--- src/rtl/fb_pkg.sv ---
// fb_pkg: shared frame-buffer state enum and frame geometry derivation.
package fb_pkg;
  typedef enum logic [1:0] {IDLE, SWAP_WAIT, CLEAR} fb_state_e;
  localparam int FB_COLS  = 64;
  localparam int FB_ROWS  = 32;
  localparam int FB_FRAME = FB_COLS * FB_ROWS;
  function automatic int fb_aw(input int frame);
    return (frame > 1) ? $clog2(frame) : 1;
  endfunction
  localparam int FB_AW = fb_aw(FB_FRAME);
endpackage

--- src/rtl/fb_clear_sweeper.sv ---
// fb_clear_sweeper: walks addresses 0..FRAME-1, one per cycle, after a start pulse.
module fb_clear_sweeper #(
  parameter int FRAME = 2048,
  parameter int AW    = 11
) (
  input  logic          i_clk,
  input  logic          rst_n,
  input  logic          i_start,
  output logic [AW-1:0] o_addr,
  output logic          o_done
);
  localparam logic [AW-1:0] LAST = AW'(FRAME - 1);
  logic          r_busy;
  logic [AW-1:0] r_addr;
  assign o_addr = r_addr;
  assign o_done = r_busy && (r_addr == LAST);
  always_ff @(posedge i_clk or negedge rst_n) begin
    if (!rst_n) begin
      r_busy <= 1'b0;
      r_addr <= '0;
    end else if (i_start) begin
      r_busy <= 1'b1;
      r_addr <= '0;
    end else if (o_done) begin
      r_busy <= 1'b0;
      r_addr <= '0;
    end else if (r_busy) begin
      r_addr <= r_addr + 1'b1;
    end
  end
endmodule

--- src/rtl/fb_swap_arbiter.sv ---
// fb_swap_arbiter: LED frame double-buffer controller; banks swap only on scan frame end.
// FB_CLEAR_ON_SWAP_EN adds a zero-fill sweep of the new back bank after each swap.
module fb_swap_arbiter
  import fb_pkg::*;
#(
  parameter int MATRIX_COLS = FB_COLS,
  parameter int MATRIX_ROWS = FB_ROWS,
  parameter int PWM_BITS    = 1,
  localparam int PW    = 3 * PWM_BITS,
  localparam int FRAME = MATRIX_COLS * MATRIX_ROWS,
  localparam int AW    = fb_aw(FRAME)
) (
  input  logic          i_clk,
  input  logic          rst_n,
  input  logic [AW-1:0] i_scan_addr,
  output logic [PW-1:0] o_scan_data,
  input  logic          i_frame_end,
  input  logic          i_wr_valid,
  output logic          o_wr_ready,
  input  logic [AW-1:0] i_wr_addr,
  input  logic [PW-1:0] i_wr_data,
  input  logic          i_swap_req,
  output logic          o_swap_pending,
  output logic          o_swap_done,
  output logic          o_front_sel,
  output logic [AW:0]   o_ram_raddr,
  input  logic [PW-1:0] i_ram_rdata,
  output logic          o_ram_we,
  output logic [AW:0]   o_ram_waddr,
  output logic [PW-1:0] o_ram_wdata
);
  localparam logic [AW:0] FRAME_W = (AW + 1)'(FRAME);
  fb_state_e r_state;
  logic      r_front_sel, r_swap_pending, r_swap_done;
  logic      w_fire, w_in_range, w_swap;
  assign o_wr_ready     = (r_state == IDLE);
  assign o_front_sel    = r_front_sel;
  assign o_swap_pending = r_swap_pending;
  assign o_swap_done    = r_swap_done;
  assign o_ram_raddr    = {r_front_sel, i_scan_addr};
  assign o_scan_data    = i_ram_rdata;
  assign w_fire         = i_wr_valid && o_wr_ready;
  assign w_in_range     = {1'b0, i_wr_addr} < FRAME_W;
  assign w_swap         = (r_state == SWAP_WAIT) && i_frame_end;
`ifdef FB_CLEAR_ON_SWAP_EN
  localparam fb_state_e AFTER_SWAP = CLEAR;
  logic [AW-1:0] w_clr_addr;
  logic          w_clr_done, w_clr;
  fb_clear_sweeper #(.FRAME(FRAME), .AW(AW)) u_sweeper (
    .i_clk   (i_clk),
    .rst_n   (rst_n),
    .i_start (w_swap),
    .o_addr  (w_clr_addr),
    .o_done  (w_clr_done)
  );
  assign w_clr       = (r_state == CLEAR);
  assign o_ram_we    = w_clr || (w_fire && w_in_range);
  assign o_ram_waddr = {~r_front_sel, w_clr ? w_clr_addr : i_wr_addr};
  assign o_ram_wdata = w_clr ? '0 : i_wr_data;
`else
  localparam fb_state_e AFTER_SWAP = IDLE;
  assign o_ram_we    = w_fire && w_in_range;
  assign o_ram_waddr = {~r_front_sel, i_wr_addr};
  assign o_ram_wdata = i_wr_data;
`endif
  // A request sampled together with a frame end only arms the swap; it never swaps in the same cycle.
  always_ff @(posedge i_clk or negedge rst_n) begin
    if (!rst_n) begin
      r_state        <= IDLE;
      r_front_sel    <= 1'b0;
      r_swap_pending <= 1'b0;
      r_swap_done    <= 1'b0;
    end else begin
      r_swap_done <= w_swap;
      case (r_state)
        IDLE: if (i_swap_req) begin
          r_state        <= SWAP_WAIT;
          r_swap_pending <= 1'b1;
        end
        SWAP_WAIT: if (i_frame_end) begin
          r_state        <= AFTER_SWAP;
          r_swap_pending <= 1'b0;
          r_front_sel    <= ~r_front_sel;
        end
`ifdef FB_CLEAR_ON_SWAP_EN
        CLEAR: if (w_clr_done) r_state <= IDLE;
`endif
        default: r_state <= IDLE;
      endcase
    end
  end
endmodule

--- config.mk ---
export PLATFORM = sky130hd
export DESIGN_NAME = fb_swap_arbiter
export DESIGN_NICKNAME = d
export VERILOG_FILES = /design/src/rtl/fb_pkg.sv /design/src/rtl/fb_clear_sweeper.sv /design/src/rtl/fb_swap_arbiter.sv
export SDC_FILE = /design/constraint.sdc
export NUM_CORES = 1
export LEC_CHECK = 0
export CORE_UTILIZATION = 20
export CTS_BUF_LIST = sky130_fd_sc_hd__clkbuf_16
export DETAILED_ROUTE_END_ITERATION = 10
export PLACE_DENSITY = 0.89
export SYNTH_ARGS = -nofsm -noshare
export SYNTH_HDL_FRONTEND = slang
export SYNTH_SLANG_ARGS = --single-unit
--- constraint.sdc ---
create_clock -name i_clk -period 2.1 [get_ports i_clk]
set_input_delay 0.525 -clock i_clk [delete_from_list [all_inputs] [get_ports i_clk]]
set_output_delay 0.525 -clock i_clk [all_outputs]
set_load 0.005 [all_outputs]
After elaboration in Yosys (flattened, before gate mapping)
Cells that the tools add are included.
Operators by class
  add/subtract/negate cells: 0
  multiply operators: 0
  divide/modulo/power cells: 0
  $lt $le $gt $ge: 0
  equality and inequality tests: 3
  shift-type cells: 0
  mux-type cells: 6
  bitwise gates (word level): 1
  reductions and logical operators: 7
Operator list (count)
  $mux W2: 2
  $pmux W2 S2: 1
  $reduce_and A2 Y1: 2
  $reduce_and A3 Y1: 1
  $eq A2 B1 Y1 const B: 1
  $logic_and A1 B1 Y1: 2
  $logic_not A2 Y1: 1
  $mux W1: 2
  $ne A2 B1 Y1 const B: 1
  $ne A2 B2 Y1 const B: 1
  $pmux W1 S2: 1
  $reduce_bool A2 Y1: 1
  $not A1 Y1: 1
Storage, ports and cells
  register bits after elaboration: 5
  latch bits: 0
  RAM bits: 0
  bits in read-only memories: 0
  input bits: 33
  output and inout bits: 35
  word-level logic and storage cells: 21
  memories: 0

Longest topological paths before layout
  depth in word-level cells: 3
  depth in mapped cells: 2
  mapped depth without buffers: 2

Least setup slack after synthesis
Ideal clock, no wire load.
  kind: input port to output port
  start point: input port i_wr_valid
  end point: output port o_ram_we
  arrival: 0.700 ns
  required time: 1.575 ns
  path slack: 0.875 ns
  stages on the path: 1
  buffers on the path: 0
  cells stage by stage: and2b_2
On the way
  word-level cells in the longest chain between the ends: 1
Ends and longest elaborated chain
  start: declaration: line fb_swap_arbiter.sv:18  | input logic i_wr_valid,
  $logic_and A1 B1 Y1: line fb_swap_arbiter.sv:42  | assign w_fire = i_wr_valid && o_wr_ready;
  end: declaration: line fb_swap_arbiter.sv:28  | output logic o_ram_we,
Every way passes these cells.

Final worst setup path
Ends and elaborated chain as after synthesis.

==> impl_metrics.json <==
{
  "cts.sinks": 3,
  "route.detailed.drc": 0,
  "drive_gt1_share_pct": 20.0,
  "netlist_area_sq_um": 334,
  "nets": 59,
  "synth_top_family_by_area": "buffers and inverters",
  "synth-xor-area-share_pct": 2.62,
  "whs_ps": 494,
  "hold_path_class": "in -> async",
  "syn_avg_cell_area_sq_um": 8.57,
  "core-area_sq_um": 1540,
  "num_vias": 156,
  "ctsRootBufferMaster": "clkbuf_16",
  "diodes": 0,
  "worst_pin_slew_ps": 155,
  "viasPerCell": 3.80,
  "dr.first_iter.drc_count": 0,
  "grt_max_degree": 6,
  "worstReg2RegStart": "o_swap_pending$_DFFE_PN0P_",
  "rows": 14,
  "end_kind": "output pin",
  "dieWidth_um": 42.9,
  "die_y_um": 42.9,
  "gr-total-overflow": 0,
  "clockBufferDepth": 2,
  "syn-num-nets": 72,
  "cts_buffers": 3,
  "yosysTopAreaCell": "buf_4",
  "r2r_end": "o_front_sel$_DFFE_PN0P_",
  "critPathMaxFanout": 1,
  "drv_cap": 0,
  "port-buffer-count": 11,
  "p_leak_nw": 0.150,
  "io_pins": 68,
  "synth_compound_area_share_pct": 0,
  "period_share_pct": 89.0,
  "fmax_mhz": 535,
  "rrSetupSlack_ps": 1300,
  "yosysWarnings": 0,
  "gp_congestion": 0.577,
  "clk_pin_slew_ps": 30,
  "area_growth_pct": -3.00,
  "synth.area.top_cells": "buf_4 65%, dfrtp_1 22%, and2_4 2.6%",
  "initial_utilization_pct": 21.7,
  "status": "complete, no violations",
  "synth-seq-cells": 3,
  "startpoint_type": "input pin",
  "fin_skew_ps": 1.29,
  "startpoint": "i_wr_valid",
  "htreeDepth": 1,
  "hold_viol_final": 0,
  "dieArea_sq_um": 1840,
  "setup_viol": 0,
  "antenna_found_initial": 0,
  "crit_type": "in -> out",
  "ys_seq_area_share_pct": 22.5,
  "firstDrtPassIters": 1,
  "hold_buffers": 0,
  "postRouteAntennaNets": 0,
  "finalNonFillerCells": 41,
  "wirelength_um": 442,
  "muxShareOfSynthArea_pct": 0,
  "crit_arrival_ps": 1340,
  "slew_viol_final": 0,
  "slew_headroom_pct": 89.7,
  "final_cell_mix": "10 x clkdlybuf4s50_1, 3 x inv_1, 3 x clkbuf_16, 3 x dfrtp_1, 2 x nor2_1",
  "dp.cells": 37,
  "wl_per_cell_um": 10.8,
  "yosys.area_share.adder_pct": 0,
  "synth-simple-area-share_pct": 7.49,
  "synth_top_area_share_pct": 65.2,
  "grt_pass1_vias": 149,
  "powerDensity_nw_per_um2": 1530,
  "grt_pass1_wl_um": 641,
  "syn_inst": 39,
  "dp_hpwl_um": 344,
  "mostFrequentLayoutCell": "clkdlybuf4s50_1",
  "cp_data_required_time_ps": 1570,
  "clk_latency_ps": 220,
  "rr_worst_depth": 2,
  "track_usage_pct": 5.60,
  "grt_setup_unrepaired": "no",
  "endpoint": "o_ram_we",
  "fin_crit_ps": 1870,
  "vdd.ir_drop.worst_v": 0.000256,
  "cts_tree": "built",
  "synth.distinct_cells": 7
}
routing by layer:
metal  wire (um)  vias to the layer above  GRT usage [%]
li1            -                       57              -
met1         112                       81           3.09
met2         232                       14           7.88
met3          89                        4           2.55
met4           6                        0           12.5
met5           0                        -              0
repair_timing:
action / 4_1_cts / 5_1_grt
endpoints found under the setup margin: 1 / 0
buffers inserted: 0 / 0
gates resized for setup: 1 / 0
how the worst min path moves through the flow:
| stage | endpoint | slack [ps] | depth (start not counted) |
|---|---|---|---|
| 6_report | o_front_sel$_DFFE_PN0P_ | 490 | 1 |
| 5_1_grt | o_swap_done$_DFF_PN0_ | 490 | 1 |
| 4_1_cts | o_swap_done$_DFF_PN0_ | 490 | 1 |
| 3_5_place_dp | o_swap_pending$_DFFE_PN0P_ | 590 | 2 |
| 3_3_place_gp | o_swap_pending$_DFFE_PN0P_ | 550 | 2 |
| 2_1_floorplan | o_front_sel$_DFFE_PN0P_ | 230 | 0 |
metrics by stage:
stage / worst slack, ps / util [%] / TNS (ps) / total power [mW] / instance area (sq um)
floorplan: 875 / - / 0 / 0.172 / 334
global placement: -10.9 / 16.0 / -10.9 / 0.200 / 246
detailed placement: -12.9 / 16.0 / -12.9 / 0.206 / 246
CTS: 226 / 21.0 / 0 / 0.505 / 324
global route: 206 / 21.0 / 0 / 0.523 / 324
finish: 230 / 21.0 / 0 / 0.496 / 324
state kept, by name, indices dropped and copies added (netlist names):
| register | cells |
|---|---|
| o_swap_done | 1 |
| o_swap_pending | 1 |
| o_front_sel | 1 |
critical path, cell delays in order:
cell             delay [ps]
clkdlybuf4s50_1         390
and2b_2                 180
dlygate4sd2_1           250
cell type report:
cell class | count | area, sq um
timing repair buffer | 11 | 109
clock inverter | 1 | 3.75
tap | 16 | 20.0
fill | 174 | 1220
sequential | 3 | 75.1
inverter | 2 | 7.51
clock buffer | 3 | 75.1
multi-input combinational | 5 | 33.8
cells in the mapped netlist (all sizes together):
library cell   n
inv            2
buf           29
and2           1
xnor2          1
and2b          1
nor2           2
dfrtp          3
report_power, final:
part	leakage [nW]	switching, mW	internal, mW	total (mW)
clock network	0.0423	0.0502	0.245	0.296
logic	0.0721	0.0333	0.0829	0.116
registers	0.0357	0.0112	0.0732	0.0844
kinds of logic after synthesis:
kind of cell              after synthesis
xor gates and xnor gates                1
DFF                                     3
buffers and inverters                  31
and+or+nand+nor                         4
No activity file was read; power rests on OpenSTA's default activity.
==> patch 1, RTL diff (config.mk and constraints unchanged) <==
Reset style: synchronous (`rst_n`), changed in one clocked block.
--- a/src/rtl/fb_swap_arbiter.sv
+++ b/src/rtl/fb_swap_arbiter.sv
@@ -65,5 +65,5 @@
 `endif
   // A request sampled together with a frame end only arms the swap; it never swaps in the same cycle.
-  always_ff @(posedge i_clk or negedge rst_n) begin
+  always_ff @(posedge i_clk) begin
     if (!rst_n) begin
       r_state        <= IDLE;
Function: differs if rst_n is asserted again (counterexample within 4 cycles, from zero or initial values and one cycle with rst_n low); with rst_n held inactive, the same outputs for 10 cycles.
==> patch 1 against the original RTL <==
The flow now finishes with violations (DRC); routed wire length shrank 1.4%; register-to-register slack gained 90 ps; design area grew 3.1%; sequential cell count is the same; worst setup slack gained 41 ps; die area grew 2.8%; clock skew shrank 1.1 ps; hold slack gained 9.7 ps; synthesized area grew 3.0%; critical endpoint unchanged; highest routed layer unchanged.
Power is not compared: it rests on default switching activity, and its combinational part moved more than twofold at a synthesized area within 25%.
==> patch 1: results (changes against the original RTL) <==
Parameter                              Value

Run status
  Outcome    finished with violations
  Violations in the final reports    DRC

Setup path
  Maximum fanout along the worst path    1 (unchanged)
  Worst Path Arrival    1300 ps (-40 ps)
  Stage delay of the slowest cell on the critical path    440 ps (+50 ps)

Global routing
  Met3 layer usage reported by global route    0.06667 (+0.04113)
  Vias in the first global route    189 (+27%)
  GRT met1 Usage    0.02513 (-0.005802)
  Total track usage    0.05675 (+0.0007568)
  First-pass GRT wire length    703 um (+9.7%)
  GR met2 Demand/Resource    0.06667 (-0.01212)

Placed design
  GPL Wtd Cong    0.6369 (+10%)
  Dpl ws    -8.585 ps (+4.363 ps)
  Standard cell area after detailed placement    256.5 um^2 (+4.1%)
  # placed instances    41 (+11%)
  Detailed-placement wirelength estimate    290.8 um (-15%)

Synthesis
  Share of synthesized area spent on multiplexers    0.02909 (+0.02909)
  Top area cells in the synthesized netlist    sky130_fd_sc_hd__buf_4, sky130_fd_sc_hd__dfxtp_1, sky130_fd_sc_hd__nand2b_1
  Mean area per synthesized cell    8.002 um^2 (-6.6%)
  Main flop type after synthesis    sky130_fd_sc_hd__dfxtp_1
  Asr flop ratio synth    0 (-1.000)
  Top cells by instance count after synthesis    sky130_fd_sc_hd__buf_4, sky130_fd_sc_hd__dfxtp_1, sky130_fd_sc_hd__nand2b_1, sky130_fd_sc_hd__inv_1
  Sequential cell area fraction in the yosys report    0.1745 (-0.05017)
  Xor-xnor portion of the synthesized cell area    0 (-0.02622)
  Compound-gate portion of the synthesized area    0.02182 (+0.02182)
  Synthesized net count    76 (+5.6%)
  Synthesized area    344.1 um^2 (+3.0%)
  Synth cell types    10 (+3)

Final layout
  Clock network contribution to total cell area    0.2360 (-0.007288)
  Layout net count    63 (+6.8%)
  Fillcell total    168 (-3.4%)
  Multi-input gates    9 (+4)
  Count of placed standard cells in the final layout, fillers left out    45 (+9.8%)
  Share of cell area taken by multi-input logic gates    0.1760 (+0.07178)
  Layout cell share with drive strength beyond 1    0.1379 (-0.06207)
  Layout Area Growth over Synthesis    -2.909% (about the same)
  Seq area share    0.1798 (-0.05188)
  Data buffer area share    0.3258 (-0.01006)

Detailed routing
  Detailed-route DRC error count    7 (+7)
  Met2 wire len    172 um (-26%)
  Iter 0 DRT Violations    7 (+7)
  Detailed route wirelength on metal3    113 um (+27%)
  Post-DR wirelength/cell    9.689 um (-10%)
  DRT Pass-1 Iters    6 (+5)
  Ratio of routed vias to standard cells    3.822 (+0.46%)

Power and ir drop
  Pint    0.3299 mW

STA
  Largest clock skew in the final design    0.2254 ps (-1.068 ps)
  Actual slew at the worst max-slew pin    199.2 ps (+44.66 ps)
patch 1: changes by cell type in the layout (fill, tap and decap cells not counted), sizes merged, moves of 2 or more:
cell    change
nor2        -2
dfxtp       +3
nand2       +2
dfrtp       -3
nand2b      +3
patch 1: worst paths after layout:
kind                  startpoint              to  slack, ps  cells after the start
setup / recovery      i_wr_valid        o_ram_we        270                      3
hold / removal       o_front_sel     o_front_sel        500                      2
setup reg to reg  o_swap_pending  o_swap_pending       1390                      2
hold reg to reg      o_front_sel     o_front_sel        500                      2
patch 1: worst min-delay path, stage by stage (launching register included):
cell	delay [ps]
sky130_fd_sc_hd__dfxtp_1	330
sky130_fd_sc_hd__nand2_1	60
sky130_fd_sc_hd__mux2i_1	60
patch 1: timing repair:
item	in CTS	in global routing
gates resized for setup	1	0
setup endpoints to repair	1	0
buffers inserted	0	0
endpoints found under the hold margin	0	0
==> patch 2, RTL diff (config.mk and constraints unchanged) <==
Without the edit above. Add a define of `FB_CLEAR_ON_SWAP_EN`.
--- a/src/rtl/fb_swap_arbiter.sv
+++ b/src/rtl/fb_swap_arbiter.sv
@@ -1,4 +1,6 @@
 // fb_swap_arbiter: LED frame double-buffer controller; banks swap only on scan frame end.
 // FB_CLEAR_ON_SWAP_EN adds a zero-fill sweep of the new back bank after each swap.
+`define FB_CLEAR_ON_SWAP_EN
+
 module fb_swap_arbiter
   import fb_pkg::*;
Function: changed (a bounded check fails within 4 cycles, from zero or initial values and one cycle with rst_n low).
==> patch 2 against the original RTL <==
Non-clock buffer count up 33; synthesized cell count rose to 2.9 times the old value; critical path depth up 1; routed wire length rose to 5.6 times the old value; critical path type is now flip-flop to output pin; worst setup slack got worse by 130 ps; global-route usage rose by 3.5 points; design area increased to 4.8 times the old value; clock power is 31% higher; total power increased to 3.4 times the old value; sequential cell count grew 14; combinational power increased to 6.3 times the old value; synthesized area grew to 3.3 times the old value.
==> patch 2: results (changes against the original RTL) <==
Parameter                              Value

Run status
  Outcome    finished clean

Synthesis
  Synthesized net count    147 (+100%)
  Sequential cell area fraction in the yosys report    0.3877 (+0.1630)
  Synth Area in Adders    0.01140 (+0.01140)
  Number of enable flip-flop cells after synthesis    0 (unchanged)
  Compound-gate portion of the synthesized area    0.05131 (+0.05131)
  Xor-xnor portion of the synthesized cell area    0.04789 (+0.02167)
  Share of synthesized area spent on multiplexers    0.1220 (+0.1220)
  Synth cell types    31 (+24)
  Top cells by instance count after synthesis    sky130_fd_sc_hd__dfrtp_1, sky130_fd_sc_hd__buf_4, sky130_fd_sc_hd__mux2_2, sky130_fd_sc_hd__nor2_1
  Top area cells in the synthesized netlist    sky130_fd_sc_hd__dfrtp_1, sky130_fd_sc_hd__mux2_2, sky130_fd_sc_hd__buf_4

Job
  Max Cap Viol    0 (unchanged)

Placed design
  Detailed-placement wirelength estimate    1821 um (+430%)
  Dpl ws    -61.51 ps (-48.56 ps)
  Number of input and output port buffers inserted    39 (+28)
  GPL Wtd Cong    0.7238 (+25%)

STA
  Tightest hold margin    512.8 ps (+19.14 ps)
  Largest clock skew in the final design    7.870 ps (+6.576 ps)
  Actual slew at the worst max-slew pin    422.9 ps (+268.3 ps)
  Smallest setup slack after layout    96.43 ps (-133.8 ps)

Worst hold path
  End point of the worst hold path    o_swap_pending
  Worst hold path stage count    1
  Worst hold path class    flip-flop to flip-flop

Setup path
  Worst Reg-to-Reg Cells    4 (+2)
  Worst Path Arrival    1480 ps (+140 ps)
  Maximum fanout along the worst path    9 (+8)
  R2R Setup Slk    570 ps (-730 ps)
  Endpoint of the lowest-slack register-to-register path    u_sweeper.o_addr[3]
  Worst R2R Start    u_sweeper.o_addr[3]

Detailed routing
  Iter 0 DRT Violations    52 (+52)
  Routed Wire Length    2490 um (+460%)
  Count of vias placed by the detailed router    883 (+470%)
  DRT Pass-1 Iters    4 (+3)

Final layout
  Layout cell share with drive strength beyond 1    0.1831 (-0.01690)
  Layout net count    177 (+200%)

Global routing
  Met3 layer usage reported by global route    0.02994 (+0.004408)
  First-pass GRT wire length    4167 um (+550%)
  Total track usage    0.09114 (+0.03515)
  Maximum number of pins on one net before global-route repair    18 (+12)
  Vias in the first global route    886 (+490%)
  GRT met1 Usage    0.1049 (+0.07399)
  GR met2 Demand/Resource    0.1473 (+0.06848)
  Number of antenna violations at the first check in global routing    0 (unchanged)

Clock network
  Clock latency reported for the late side of the worst-skew pair    250 ps (+30 ps)
  Clock slew at the register clock pins of the worst setup and hold paths    50 ps (+20 ps)
  Buffer levels on the longest clock path    2 (unchanged)
  Number of clock buffers inserted by TritonCTS    3 (unchanged)

Power and ir drop
  Worst-case vdd ir drop    312.8 uV (+22%)
  Standby leakage power    0.6824 nW (+350%)
==> patch 2: cells by family after synthesis <==
logic type               after synthesis
adder cells (fa/ha/maj)                1
buffers and inverters                 21
multiplexers                          12
flip-flops                            17
AO/OA/AOI/OAI                          9
XOR/XNOR                               6
AND/OR/NAND/NOR                       47
==> patch 2: worst max-delay path, cell delays in order (launching register included) <==
cell	delay, ps
sky130_fd_sc_hd__dfrtp_1	360
sky130_fd_sc_hd__nand2b_4	160
sky130_fd_sc_hd__buf_12	130
sky130_fd_sc_hd__mux2_2	330
sky130_fd_sc_hd__dlygate4sd2_1	260
==> patch 2: metrics by stage <==
stage	instance area, um^2	instances	setup TNS, ps	total power [mW]
floorplan	1097	113	0	0.9034
global placement	1493	208	-408.4	1.312
detailed placement	1493	208	-503.9	1.327
CTS	1579	213	-67.46	1.702
global route	1567	212	0	1.771
finish	1567	212	0	1.672
==> patch 2: area by class of cell <==
class	instances	area (um^2)
fillers	526	3638
multi-input cells	75	539.3
repair buffers	44	426.7
flip-flops and latches	17	425.4
well taps	70	87.58
clock buffers	3	75.07
inverters	2	7.507
clock inverters	1	5.005
==> patch 2: timing repair <==
| item | 4_1_cts | 5_1_grt |
|---|---|---|
| hold buffers | 0 | 0 |
| pin swaps | 0 | 0 |
| endpoints found under the setup margin | 15 | 5 |
| resized for setup | 18 | 4 |
| setup buffers | 1 | 0 |
==> patch 2: power by group <==
part	switching [mW]	internal, mW
combinational	0.278	0.452
clock	0.132	0.255
sequential	0.134	0.421
total	0.544	1.13
==> patch 2: worst max path at each step <==
stage / start / endpoint / slack, ps / depth (start not counted)
after floorplan: r_state[0] / o_ram_waddr[4] / 300 / 4
after global placement: i_wr_addr[10] / o_ram_waddr[10] / -40 / 3
after detailed placement: i_wr_addr[8] / o_ram_waddr[8] / -60 / 3
after CTS: r_state[0] / o_ram_waddr[9] / -70 / 4
after global routing: r_state[1] / o_wr_ready / 40 / 3
final: r_state[0] / o_ram_waddr[0] / 100 / 4
==> patch 2: layer usage <==
metal,part of all wire,vias to the layer above
li1,-,442
met1,0.43,409
met2,0.47,27
met3,0.078,5
met4,0.018,0
met5,0,-
